[src/rtl/gat_bram_loader.sv]
// Command + stream loader that fills the four GAT BRAMs and keeps sticky per-BRAM load-done flags.
// Optional GAT_LOADER_CHECKSUM_EN adds load_checksum, the mod-2^32 sum of the most recent load.
module gat_bram_loader #(
  parameter int TOP_WIDTH          = 32,
  parameter int H_DATA_DEPTH       = 242101,
  parameter int NODE_INFO_DEPTH    = 13264,
  parameter int WEIGHT_DEPTH       = 22928,
  parameter int SUBGRAPH_IDX_DEPTH = 13264,
  parameter int LEN_W              = 18,
  localparam int H_DATA_ADDR_W    = $clog2(H_DATA_DEPTH),
  localparam int NODE_INFO_ADDR_W = $clog2(NODE_INFO_DEPTH),
  localparam int WEIGHT_ADDR_W    = $clog2(WEIGHT_DEPTH),
  localparam int SUBGRAPH_ADDR_W  = $clog2(SUBGRAPH_IDX_DEPTH)
) (
  input  logic                        clk,
  input  logic                        rst,
  input  logic                        cmd_valid,
  output logic                        cmd_ready,
  input  logic [1:0]                  cmd_sel,
  input  logic [LEN_W-1:0]            cmd_len,
  input  logic                        s_valid,
  output logic                        s_ready,
  input  logic [TOP_WIDTH-1:0]        s_data,
  input  logic                        load_clr,
  output logic                        busy,
  output logic                        cmd_err,
  output logic [TOP_WIDTH-1:0]        h_data_bram_din,
  output logic                        h_data_bram_ena,
  output logic                        h_data_bram_wea,
  output logic [H_DATA_ADDR_W+1:0]    h_data_bram_addra,
  output logic [TOP_WIDTH-1:0]        h_node_info_bram_din,
  output logic                        h_node_info_bram_ena,
  output logic                        h_node_info_bram_wea,
  output logic [NODE_INFO_ADDR_W+1:0] h_node_info_bram_addra,
  output logic [TOP_WIDTH-1:0]        wgt_bram_din,
  output logic                        wgt_bram_ena,
  output logic                        wgt_bram_wea,
  output logic [WEIGHT_ADDR_W+1:0]    wgt_bram_addra,
  output logic [TOP_WIDTH-1:0]        subgraph_bram_din,
  output logic                        subgraph_bram_ena,
  output logic                        subgraph_bram_wea,
  output logic [SUBGRAPH_ADDR_W+1:0]  subgraph_bram_addra,
  output logic                        h_data_bram_load_done,
  output logic                        h_node_info_bram_load_done,
  output logic                        wgt_bram_load_done,
  output logic                        subgraph_bram_load_done
`ifdef GAT_LOADER_CHECKSUM_EN
  ,
  output logic [TOP_WIDTH-1:0]        load_checksum
`endif
);

  typedef enum logic [1:0] {IDLE, LOAD, DONE} state_t;

  localparam logic [LEN_W-1:0] H_DEPTH_L  = LEN_W'(H_DATA_DEPTH);
  localparam logic [LEN_W-1:0] N_DEPTH_L  = LEN_W'(NODE_INFO_DEPTH);
  localparam logic [LEN_W-1:0] W_DEPTH_L  = LEN_W'(WEIGHT_DEPTH);
  localparam logic [LEN_W-1:0] S_DEPTH_L  = LEN_W'(SUBGRAPH_IDX_DEPTH);

  state_t           state;
  logic [1:0]       sel;
  logic [LEN_W-1:0] len;
  logic [LEN_W-1:0] cnt;
  logic [LEN_W-1:0] sel_depth;
  logic [3:0]       wr_en;
  logic [3:0]       done;

  always_comb begin
    sel_depth = H_DEPTH_L;
    case (cmd_sel)
      2'd0: sel_depth = H_DEPTH_L;
      2'd1: sel_depth = N_DEPTH_L;
      2'd2: sel_depth = W_DEPTH_L;
      2'd3: sel_depth = S_DEPTH_L;
      default: sel_depth = H_DEPTH_L;
    endcase
  end

  always_ff @(posedge clk or posedge rst) begin
    if (rst) begin
      state                  <= IDLE;
      sel                    <= '0;
      len                    <= '0;
      cnt                    <= '0;
      wr_en                  <= '0;
      done                   <= '0;
      cmd_ready              <= 1'b0;
      s_ready                <= 1'b0;
      busy                   <= 1'b0;
      cmd_err                <= 1'b0;
      h_data_bram_din        <= '0;
      h_data_bram_addra      <= '0;
      h_node_info_bram_din   <= '0;
      h_node_info_bram_addra <= '0;
      wgt_bram_din           <= '0;
      wgt_bram_addra         <= '0;
      subgraph_bram_din      <= '0;
      subgraph_bram_addra    <= '0;
`ifdef GAT_LOADER_CHECKSUM_EN
      load_checksum          <= '0;
`endif
    end else begin
      cmd_err <= 1'b0;
      wr_en   <= '0;
      // Clear first so a same-cycle completion set below takes priority.
      if (load_clr) done <= '0;
      case (state)
        IDLE: begin
          cmd_ready <= 1'b1;
          if (cmd_valid && cmd_ready) begin
            if (cmd_len == '0 || cmd_len > sel_depth) begin
              cmd_err <= 1'b1;
            end else begin
              sel           <= cmd_sel;
              len           <= cmd_len;
              cnt           <= '0;
              done[cmd_sel] <= 1'b0;
              cmd_ready     <= 1'b0;
              s_ready       <= 1'b1;
              busy          <= 1'b1;
              state         <= LOAD;
`ifdef GAT_LOADER_CHECKSUM_EN
              load_checksum <= '0;
`endif
            end
          end
        end
        LOAD: begin
          if (s_valid) begin
            wr_en[sel] <= 1'b1;
            case (sel)
              2'd0: begin
                h_data_bram_din   <= s_data;
                h_data_bram_addra <= {cnt[H_DATA_ADDR_W-1:0], 2'b00};
              end
              2'd1: begin
                h_node_info_bram_din   <= s_data;
                h_node_info_bram_addra <= {cnt[NODE_INFO_ADDR_W-1:0], 2'b00};
              end
              2'd2: begin
                wgt_bram_din   <= s_data;
                wgt_bram_addra <= {cnt[WEIGHT_ADDR_W-1:0], 2'b00};
              end
              default: begin
                subgraph_bram_din   <= s_data;
                subgraph_bram_addra <= {cnt[SUBGRAPH_ADDR_W-1:0], 2'b00};
              end
            endcase
            cnt <= cnt + 1'b1;
`ifdef GAT_LOADER_CHECKSUM_EN
            load_checksum <= load_checksum + s_data;
`endif
            // Flag rises with the last write strobe so both are seen together.
            if (cnt == len - 1'b1) begin
              done[sel] <= 1'b1;
              s_ready   <= 1'b0;
              busy      <= 1'b0;
              state     <= DONE;
            end
          end
        end
        DONE: begin
          done[sel] <= 1'b1;
          cmd_ready <= 1'b1;
          state     <= IDLE;
        end
        default: state <= IDLE;
      endcase
    end
  end

  assign h_data_bram_ena      = wr_en[0];
  assign h_data_bram_wea      = wr_en[0];
  assign h_node_info_bram_ena = wr_en[1];
  assign h_node_info_bram_wea = wr_en[1];
  assign wgt_bram_ena         = wr_en[2];
  assign wgt_bram_wea         = wr_en[2];
  assign subgraph_bram_ena    = wr_en[3];
  assign subgraph_bram_wea    = wr_en[3];

  assign h_data_bram_load_done      = done[0];
  assign h_node_info_bram_load_done = done[1];
  assign wgt_bram_load_done         = done[2];
  assign subgraph_bram_load_done    = done[3];

endmodule

[config.mk]
export PLATFORM = sky130hd
export DESIGN_NAME = gat_bram_loader
export DESIGN_NICKNAME = d
export VERILOG_FILES = /design/src/rtl/gat_bram_loader.sv
export SDC_FILE = /design/constraint.sdc
export NUM_CORES = 1
export LEC_CHECK = 0
export BUFFER_PORTS_ARGS = -buffer_cell sky130_fd_sc_hd__buf_2
export CORE_MARGIN = 5
export CORE_UTILIZATION = 57
export DETAILED_ROUTE_END_ITERATION = 8
export GPL_TIMING_DRIVEN = 1
export PLACE_DENSITY = 0.81
export SLEW_MARGIN = 20
export SYNTH_ARGS = -nofsm -noshare
export SYNTH_HDL_FRONTEND = slang
export SYNTH_SLANG_ARGS = --single-unit
[constraint.sdc]
create_clock -name clk -period 14.8 [get_ports clk]
set_input_delay 3.7 -clock clk [delete_from_list [all_inputs] [get_ports clk]]
set_output_delay 3.7 -clock clk [all_outputs]
set_load 0.01 [all_outputs]
* Word-level counts from Yosys, hierarchy flattened
Cells that the tools add are included.
Storage, ports and cells: memory bits (read-only) 0, latch bits 0, output and inout bits 213, register bits after elaboration 240, bits in writable memories 0, memories kept 0, word-level logic and storage cells 93, input bits 57
Operators by class: add/sub/neg operators 2, muxes and demuxes 32, div/mod/pow operators 0, $mul 0, bitwise logic cells 5, equal/unequal tests 12, reduce and logical (&&, ||, !) cells 20, magnitude comparators 5, shift-type cells 0
Operators by type and width (count):
- $mux W18 | 3
- $pmux W18 S3 | 1
- $pmux W18 S2 | 1
- $mux W4 | 7
- $add A18 B1 Y18 const B | 1
- $eq A18 B18 Y1 | 1
- $gt A18 B18 Y1 | 1
- $logic_not A18 Y1 | 1
- $sub A18 B1 Y18 const B | 1
- $reduce_and A3 Y1 | 5
- $pmux W4 S3 | 1
- $mux W1 | 10
- $eq A2 B2 Y1 const B | 4
- $mux W2 | 4
- $ne A2 B2 Y1 const B | 4
- $reduce_and A4 Y1 | 2
- $eq A2 B1 Y1 const B | 3
- $logic_not A2 Y1 | 3
- $lt A2 B3 Y1 const B | 2
- $reduce_and A5 Y1 | 1
- $and A4 B4 Y4 | 1
- $demux W1 S2 | 2
- $ge A2 B1 Y1 const B | 2
- $not A4 Y4 | 1
- other kinds (9) | 14

* Logic depth before layout (Yosys ltp)
depth in word-level cells 9, mapped depth 11, mapped depth without buffers 10

* Worst setup path after synthesis
No wires, ideal clock.
kind input to register, start in cmd_sel[0], end reg len[11], stages on the path 8, setup time 0.125 ns, required time 14.675 ns, path buffers 1, arrival 5.849 ns, slack 8.826 ns, cell sequence nor2_1 -> inv_1 -> ha_1 -> nand4b_1 -> or4_1 -> a311oi_1 -> buf_2 -> mux2_2
On the way: longest elaborated chain between the ends 7, elaborated cells between the ends (all ways) 10, those cells by class order compare (1); eq/ne (3); mux (1); bitwise (1); reduce/logical (4)
RTL lines:
- start: declaration | line 19 | input logic [1:0] cmd_sel,
- $eq A2 B2 Y1 / $eq A2 B1 Y1 (equally long branches) | line 70 | case (cmd_sel)
- $reduce_or A2 Y1 (no line)
- $pmux W18 S3 * | line 70
- $gt A18 B18 Y1 * | line 111 | if (cmd_len == '0 || cmd_len > sel_depth) begin
- $logic_or A1 B1 Y1 * | line 111
- $not A1 Y1 (no line) *
- $reduce_and A3 Y1 (no line) *
- end signal: assignment | line 115 | len <= cmd_len;
- end: declaration | line 62 | logic [LEN_W-1:0] len;
Every way passes the cells marked *; elsewhere a longest branch is shown, timed or not. The select of a mux whose other input is x is not followed. A chain may end at the register's enable or synchronous reset.

* Worst setup path after layout
start in cmd_sel[0], end reg len[5]
The elaborated chain is that of the path after synthesis.

==> metrics.cfg <==
[yosys]
synthTopCellsByArea=dfrtp_1 58%, mux2_2 17%, nand2_1 6.2%
synth-edff-count=0
synth_ff_type=dfrtp_1
synth_top_cell_by_area=dfrtp_1
synth.avg_cell_area_um2=12.00
synth.distinct_cells=60
ys_ff_latch=240
syn_area_um2=10280
ys_async_sr_fraction=1.000
synthCells=857
synth.yosys.seq_area_share=0.5842
synth_top_area_share=0.5842
yosysWarnings=0

[floorplan]
initial_core_util=0.5763
core_area_um2=17840
num_rows=49
io_pins=270
dieArea_um2=20820
die_h_um=144.3
die_w_um=144.3

[clocking]
cts_root_buf=clkbuf_16
cts.sinks=240
post-cts-setup-buffer-count=0
cts-buffers-inserted=25
clk_latency_ns=0.52
cts_htree_levels=1
cts.repair.resized=0
holdBufCountCts=0
cts.path.max_buffers=3
clk_transition_reported_paths_ns=0.06
cts_tree=done

[drt]
via_per_inst=5.461
firstDrtPassIters=6
dr_total_vias=7378
top_layer=met4
met2_length_mm=13.15
drt_iter0_markers=443
detail-route-antenna-nets=0
drt-met1-wl_mm=10.54
dr_wl_met3_mm=1.896
wl_per_cell_um=19.45
drt_wl_total_mm=26.27
drc_errors=0

[timing]
slew_viol_final=0
period_share=0.4224
relSlewSlack=0.3091
fin_skew_ns=0.02193
hold_viol=0
finalSetupViolations=0
setup_tns_ns=0
max_freq_mhz=160.0
timing.final.crit_period_ns=6.251
worst_pin_slew_ns=1.035
rsz0062_at_grt=false

[grt]
grtUsageTotal=0.2538
grt_pass1_wl_mm=41.89
grt_max_degree=88
grt_pass1_vias=7586
grt_overflow=0
antenna_found_initial=0

[cells_and_area]
fin_cells=1351
fin_nets=1172
drive_above_1_share=0.4326
final_common_cell=buf_2
final_cell_mix=261 x buf_2, 240 x dfrtp_1, 169 x nand2_1, 156 x mux2_2, 29 x nor2_1
syn_to_final_growth_pct=22.58
fin_area_um2=12600

[run_status]
run_status=completed

[setup_path]
path_class=input port to flop
cp_slowest_cell=or4_1
start_kind=input port
cpLargestDelayFamily=simple AND/OR/NAND/NOR gates
required_ns=15.19
crit_fanout=39
cp.arrival_ns=6.64
crit_chain=buf_2, nor2_1, inv_1, ha_1, nand4b_1, or4_1, a311oi_4, buf_4, mux2_2
max_stage_delay_ns=0.59
worstSetupEndpointType=flop
path_buf_inv=3

[place]
gp_congestion=0.9126
portBuffers=261
dp.cells=1304
placed_area_um2=11720
post-dp-hpwl_mm=17.92

[pwr]
power_leakage_nw=6.331
power_mw=2.676
p_per_area_nw_per_um2=212.3
ir_drop_mv=0.1689

[job]
drv_cap=0

[min_path]
holdCritPathClass=flop to flop

==> registers in the layout, summed over array words and instances, names as in the netlist <==
register	flops
busy	1
h_node_info_bram_addra	14
subgraph_bram_addra	14
h_data_bram_din	32
wgt_bram_din	32
cmd_err	1
wr_en	4
cmd_ready	1
state	2
wgt_bram_addra	15
cnt	18
subgraph_bram_din	32
done	4
h_data_bram_addra	18
sel	2
h_node_info_bram_din	32
len	18
==> power by group <==
part / switching, mW / internal [mW]
logic: 0.506 / 0.432
clock network: 0.255 / 0.402
registers: 0.176 / 0.903
==> final cells by class <==
cell class	instances	area, um^2
clock inverter	12	145.1
sequential	240	6006
multi-input combinational	548	3985
timing repair buffer	268	1359
clock buffer	34	739.5
fill	1277	5239
inverter	19	78.83
antenna	1	2.502
tap	229	286.5
==> per-stage QoR <==
stage / hold WS (ns) / util / worst slack, ns
2_1_floorplan: 0.4795 / - / 4.512
3_3_place_gp: 0.4530 / 0.6566 / 8.123
3_5_place_dp: 0.4567 / 0.6566 / 8.069
4_1_cts: 0.4707 / 0.7062 / 8.589
5_1_grt: 0.4814 / 0.7062 / 8.364
6_report: 0.4660 / 0.7064 / 8.549
==> final timing paths <==
| path | slack (ns) | end | depth (start not counted) | startpoint |
|---|---|---|---|---|
| max | 8.55 | len[5]$_DFFE_PP0P_ | 9 | cmd_sel[0] |
| min | 0.47 | h_data_bram_addra[18]$_DFFE_PP0P_ | 2 | h_data_bram_addra[18]$_DFFE_PP0P_ |
| max reg2reg | 11.82 | state[0]$_DFFE_PP0P_ | 8 | len[0]$_DFFE_PP0P_ |
| min reg2reg | 0.47 | h_data_bram_addra[18]$_DFFE_PP0P_ | 2 | h_data_bram_addra[18]$_DFFE_PP0P_ |
| max in group asynchronous | 10.07 | subgraph_bram_din[10]$_DFFE_PP0P_ | 3 | rst |
| min in group asynchronous | 3.26 | subgraph_bram_addra[3]$_DFFE_PP0P_ | 2 | rst |
==> layer usage <==
metal / track usage / vias to the layer above
li1: - / 3412
met1: 0.3391 / 3684
met2: 0.4153 / 238
met3: 0.06647 / 44
met4: 0.07020 / 0
met5: 0 / -
==> cell families after synthesis <==
kind of cell | count (synthesis) | synth area share
flip-flops | 240 | 0.5842
AO/OA/AOI/OAI | 58 | 0.03675
other | 1 | 0.0003647
XOR/XNOR | 33 | 0.02811
AND/OR/NAND/NOR | 276 | 0.1243
adder cells (fa/ha/maj) | 13 | 0.01582
buffers and inverters | 76 | 0.03432
multiplexers | 160 | 0.1762
==> cell usage after synthesis, types with 9 or more instances <==
library cell,count
buf_1,11
nor4_1,9
a21oi_1,14
nor2_1,31
inv_1,19
nand4_1,12
dfrtp_1,240
xor2_1,10
mux2_2,156
ha_1,13
clkbuf_1,26
o21ai_0,14
nand2_1,170
xnor2_1,23
buf_4,13
==> worst register-to-register path: cells and delay by family (launching register included) <==
family | cells | cell delay [ns]
DFF | 1 | 0.43
and+or+nand+nor | 3 | 1.39
AOI/OAI and AO/OA | 2 | 0.49
xor gates and xnor gates | 1 | 0.19
adders and majority gates | 1 | 0.24
buffers and inverters | 1 | 0.10
Power figures use the tool's default switching activity.
